[src/rtl/branch_predictor.sv]
// Direct-mapped 16-entry branch target buffer with 2-bit counters and a JAL bit.
// Resolutions from execute train the table; mispredicts raise a one-cycle flush.
module branch_predictor (
  input  logic        i_clk,
  input  logic        i_rst_n,
  input  logic [31:0] i_f_pc,
  output logic        o_pred_taken,
  output logic [31:0] o_pred_target,
  input  logic        i_r_valid,
  input  logic [31:0] i_r_pc,
  input  logic        i_r_branch,
  input  logic        i_r_jal,
  input  logic        i_r_taken,
  input  logic [31:0] i_r_target,
  input  logic        i_r_pred_taken,
  input  logic [31:0] i_r_pred_target,
  output logic        o_flush,
  output logic [31:0] o_flush_pc,
  output logic [15:0] o_br_cnt,
  output logic [15:0] o_mp_cnt
);

  localparam int ENTRIES = 16;

  logic [ENTRIES-1:0] valid;
  logic [ENTRIES-1:0] jal;
  logic [25:0]        tag    [ENTRIES];
  logic [31:0]        target [ENTRIES];
  logic [1:0]         ctr    [ENTRIES];

  logic [3:0]  f_idx;
  logic        f_hit;
  logic [3:0]  r_idx;
  logic        r_hit;
  logic        upd;
  logic        mispredict;

  logic        flush_p1;
  logic [31:0] flush_pc_p1;
  logic [15:0] br_cnt;
  logic [15:0] mp_cnt;

  function automatic logic [1:0] ctr_step(input logic [1:0] c, input logic taken);
    if (taken) ctr_step = (c == 2'b11) ? c : c + 2'd1;
    else       ctr_step = (c == 2'b00) ? c : c - 2'd1;
  endfunction

  function automatic logic [15:0] sat_inc16(input logic [15:0] v);
    sat_inc16 = (v == 16'hFFFF) ? v : v + 16'd1;
  endfunction

  // Lookup reads registered state only, so a same-cycle update is not visible.
  assign f_idx         = i_f_pc[5:2];
  assign f_hit         = valid[f_idx] && (tag[f_idx] == i_f_pc[31:6]);
  assign o_pred_taken  = f_hit && (jal[f_idx] || ctr[f_idx][1]);
  assign o_pred_target = o_pred_taken ? target[f_idx] : 32'd0;

  assign r_idx      = i_r_pc[5:2];
  assign r_hit      = valid[r_idx] && (tag[r_idx] == i_r_pc[31:6]);
  assign upd        = i_r_valid && (i_r_branch || i_r_jal);
  assign mispredict = (i_r_pred_taken != i_r_taken) ||
                      (i_r_pred_taken && i_r_taken && (i_r_pred_target != i_r_target));

  always_ff @(posedge i_clk or negedge i_rst_n) begin
    if (!i_rst_n) begin
      valid <= '0;
      jal   <= '0;
      for (int i = 0; i < ENTRIES; i++) begin
        tag[i]    <= '0;
        target[i] <= '0;
        ctr[i]    <= 2'b01;
      end
    end else if (upd) begin
      if (r_hit) begin
        if (i_r_branch) ctr[r_idx] <= ctr_step(ctr[r_idx], i_r_taken);
        if (i_r_taken)  target[r_idx] <= i_r_target;
        jal[r_idx] <= i_r_jal;
      end else if (i_r_taken) begin
        valid[r_idx]  <= 1'b1;
        tag[r_idx]    <= i_r_pc[31:6];
        target[r_idx] <= i_r_target;
        jal[r_idx]    <= i_r_jal;
        ctr[r_idx]    <= 2'b10;
      end
    end
  end

  // Stage p1: registered flush and statistics
  always_ff @(posedge i_clk or negedge i_rst_n) begin
    if (!i_rst_n) begin
      flush_p1    <= 1'b0;
      flush_pc_p1 <= '0;
      br_cnt      <= '0;
      mp_cnt      <= '0;
    end else begin
      flush_p1 <= upd && mispredict;
      if (upd && mispredict) flush_pc_p1 <= i_r_taken ? i_r_target : i_r_pc + 32'd4;
      if (upd) br_cnt <= sat_inc16(br_cnt);
      if (upd && mispredict) mp_cnt <= sat_inc16(mp_cnt);
    end
  end

  assign o_flush    = flush_p1;
  assign o_flush_pc = flush_pc_p1;
  assign o_br_cnt   = br_cnt;
  assign o_mp_cnt   = mp_cnt;

endmodule
[config.mk]
export PLATFORM = sky130hd
export DESIGN_NAME = branch_predictor
export DESIGN_NICKNAME = d
export VERILOG_FILES = /design/src/rtl/branch_predictor.sv
export SDC_FILE = /design/constraint.sdc
export NUM_CORES = 2
export LEC_CHECK = 0
export BUFFER_PORTS_ARGS = -buffer_cell sky130_fd_sc_hd__buf_4
export CORE_MARGIN = 2
export CORE_UTILIZATION = 45
export DETAILED_ROUTE_END_ITERATION = 7
export PLACE_DENSITY = 0.72
export SYNTH_ARGS = -nofsm -noshare
export SYNTH_HDL_FRONTEND = slang
export SYNTH_SLANG_ARGS = --single-unit
[constraint.sdc]
create_clock -name i_clk -period 3.4 [get_ports i_clk]
set_input_delay 0.17 -clock i_clk [delete_from_list [all_inputs] [get_ports i_clk]]
set_output_delay 0.17 -clock i_clk [all_outputs]
set_load 0.05 [all_outputs]
==> flow_metrics.env <==
export IMPL_drive_above_1_share_pct=56.1
export IMPL_clkSinkCount=1057
export IMPL_setup_viol=513
export IMPL_insertion_delay_ns=0.75
export IMPL_worst_setup_path_end_kind="output port"
export IMPL_place_area_sq_mm=0.0595
export IMPL_cts_tree="built"
export IMPL_fp_dieW_um=348
export IMPL_synthCells=3621
export IMPL_timing_hold_ws_ns=0.0360
export IMPL_worst_slew_margin_rel_pct=27.8
export IMPL_final_area_sq_mm=0.0682
export IMPL_synth_flop_cell="dfrtp_1"
export IMPL_track_usage_pct=28.4
export IMPL_dr_pass1_iters=6
export IMPL_synth_warning_count=0
export IMPL_fin_crit_sh_pct=124
export IMPL_min_path_type="primary input to async pin"
export IMPL_core_area_sq_mm=0.118
export IMPL_grt_overflow=0
export IMPL_place_ws_ns=-0.533
export IMPL_avgSynthCellArea_sq_um=14.7
export IMPL_grt_pass1_vias=37866
export IMPL_ant_nets=0
export IMPL_netlist_top_cells_area="dfrtp_1 (49%), mux4_2 (16%), mux2_2 (14%), mux2_1 (6.4%), mux2i_1 (2.0%)"
export IMPL_power_w=0.0379
export IMPL_layout_setup_ws_ns=-0.808
export IMPL_yosysSeqAreaShare_pct=49.6
export IMPL_detailed_place_hpwl_um=107000
export IMPL_synth_nets=3763
export IMPL_setup_worst_path_start_class="flip-flop"
export IMPL_initialDrtViolationCount=3941
export IMPL_ir_drop_mv=0.489
export IMPL_worstPathArrival_ns=4.04
export IMPL_routed_via_density=6.32
export IMPL_cts_buffers_inserted=112
export IMPL_powerDensity_mw_per_mm2=555
export IMPL_leakage_nw=31.4
export IMPL_period_needed_ns=4.21
export IMPL_clock_skew_ns=0.0683
export IMPL_synth_cell_type_count=65
export IMPL_place_congestion=0.918
export IMPL_reg2regPathDepth=14
export IMPL_reg2reg_slack_ns=-0.50
export IMPL_areaGrowthSynthToFinish_pct=28.0
export IMPL_path_clk_slew_ns=0.06
export IMPL_die_area_sq_mm=0.121
export IMPL_num_vias=36594
export IMPL_synth_top_area_share_pct=48.9
export IMPL_grt_pass1_wl_um=256000
export IMPL_htreeDepth=3
export IMPL_synth_edf_count=0
export IMPL_die_h_um=348
export IMPL_cp_max_fo=6
export IMPL_antenna_found_initial=11
export IMPL_final_max_slew_viol_count=0
export IMPL_rows=126
export IMPL_synth_top_cell_by_area="dfrtp_1"
export IMPL_yosys_register_bits=1057
export IMPL_finalHoldViolCount=0
export IMPL_start_util_pct=45.3
export IMPL_async_flop_share_pct=100
export IMPL_avgRoutedWirePerCell_um=30.5
export IMPL_drc=0
export IMPL_outcome="finished with violations"
export IMPL_syn_area_sq_mm=0.0533
export IMPL_num_io_pins=233
export IMPL_tns_ns=-213.22
export IMPL_tightestPinTransition_ns=1.08
export IMPL_final_nets=4293
export IMPL_ctsRootBufferMaster="clkbuf_16"
export IMPL_routed_wl_um=177000
export IMPL_criticalPathCategory="flip-flop to output port"
export IMPL_port_buffers=230
export IMPL_max_freq_mhz=238
export IMPL_required_ns=3.23
export IMPL_rsz0062_at_grt="true"
export IMPL_grt_max_degree=129
export IMPL_violations="setup timing"
export IMPL_cap_violations=0
export IMPL_clock_path_buffers=3
where the power goes:
| group | internal (W) | switching (W) |
|---|---|---|
| clock network | 0.00769 | 0.00541 |
| registers | 0.0148 | 0.00153 |
| logic | 0.00481 | 0.00365 |
| total | 0.0273 | 0.0106 |
what timing repair did:
| item | 4_1_cts | 5_1_grt |
|---|---|---|
| hold buffers | 60 | 0 |
| gates cloned | 38 | 9 |
| pin swaps | 13 | 29 |
| setup endpoints to repair | 492 | 513 |
| resized for setup | 264 | 452 |
| endpoints found under the hold margin | 880 | 0 |
| buffers inserted | 57 | 35 |
sequential cells by signal, indices dropped and copies added, names as in the netlist:
name and cells:
target 512, o_flush 1, jal 16, ctr 32, tag 416, o_mp_cnt 16, o_br_cnt 16, valid 16
o_flush_pc 32
cell type report:
type | instances | area (sq um)
multi-input combinational | 2171 | 27400
clock buffer | 164 | 3310
fill | 8652 | 49500
tap | 1536 | 1920
antenna | 6 | 15.0
clock inverter | 47 | 669
inverter | 40 | 154
timing repair buffer | 769 | 8290
sequential | 1057 | 26500
worst max-delay path, stage by stage, from the launching register on:
cell     delay (ns)
dfrtp_1        0.39
buf_4          0.14
mux4_2         0.46
mux4_2         0.57
xnor2_1        0.17
nand4_1        0.35
nor3_2         0.27
nand4_1        0.15
buf_6          0.17
buf_12         0.16
buf_12         0.16
nor2b_4        0.16
buf_6          0.18
per-layer routing:
| layer | global-route usage [%] | part of all wire, % | up-vias | wire length (um) |
|---|---|---|---|---|
| li1 | - | - | 14551 | - |
| met5 | 0 | 0.029 | - | 52 |
| met4 | 12.5 | 4.2 | 8 | 7510 |
| met2 | 43.0 | 46 | 2035 | 80600 |
| met1 | 39.1 | 40 | 19522 | 71100 |
| met3 | 6.86 | 9.9 | 478 | 17500 |
synth_stat cells, types with 3 or more instances:
cell type,instances
a211oi_1,3
a21oi_1,18
a221oi_1,5
a22o_1,21
a22oi_1,40
a2bb2oi_1,5
and2_1,8
and3_1,17
and4_1,5
buf_1,39
buf_2,36
buf_4,28
buf_6,25
clkbuf_1,226
dfrtp_1,1041
dfstp_2,16
ha_1,7
inv_1,39
mux2_1,304
mux2_2,672
mux2i_1,107
mux4_2,374
nand2_1,95
nand2b_1,25
nand3_1,34
nand4_1,21
nor2_1,61
nor2_2,5
nor2b_1,39
nor3_1,9
nor4_1,13
o211ai_1,11
o21a_1,7
o21ai_0,57
o21ai_1,15
o22ai_1,18
o32ai_1,3
or2_1,3
xnor2_1,55
xor2_1,82
final timing paths:
check / startpoint / endpoint
hold / removal: i_rst_n / target[1]
hold reg to reg: valid[2] / valid[2]
max in group asynchronous: i_rst_n / tag[71]
min in group i_clk: i_r_valid / o_br_cnt[12]
setup / recovery: tag[387] / o_pred_target[14]
setup reg to reg: tag[282] / tag[132]
placed cells by master (no fill, tap or decap), types with 15 or more instances in the layout:
master | netlist | final
xnor2_1 | 55 | 53
clkinv_2 | 0 | 23
buf_6 | 25 | 45
inv_1 | 39 | 38
nand2b_4 | 0 | 18
mux2i_1 | 107 | 100
clkbuf_8 | 0 | 29
mux2_4 | 0 | 395
dfstp_2 | 16 | 16
clkbuf_16 | 0 | 122
nand3_1 | 34 | 34
and3_1 | 17 | 17
a22o_1 | 21 | 21
nand2_1 | 95 | 91
a22oi_1 | 40 | 33
nor2_4 | 0 | 15
buf_8 | 0 | 41
o22ai_1 | 18 | 18
a21oi_1 | 18 | 17
nand4_1 | 21 | 21
o21ai_0 | 57 | 54
mux4_2 | 374 | 374
mux2_2 | 672 | 576
dfrtp_1 | 1041 | 1041
nor2b_4 | 0 | 33
clkbuf_1 | 226 | 22
nor2_1 | 61 | 51
xor2_1 | 82 | 82
buf_4 | 28 | 486
buf_16 | 0 | 16
dlygate4sd3_1 | 0 | 60
buf_12 | 0 | 111
stage by stage:
step | std cells | utilization, %
after global routing | 5787 | 57.9
after global placement | 5418 | 50.6
after CTS | 5782 | 56.6
after detailed placement | 5418 | 50.6
final | 5790 | 57.9
after floorplan | 3621 | -
logic make-up (layout without fill, tap and decap cells):
logic type	count (synthesis)	count (layout)	synth area share, %
simple gates	346	347	3.30
compound gates	221	221	2.77
mux	1457	1457	38.4
other cells	0	6	0
xor+xnor	137	137	2.25
flops	1057	1057	49.6
fa+ha+maj	9	9	0.202
buf+inv	394	1020	3.41
(Power assumes the default switching activity.)
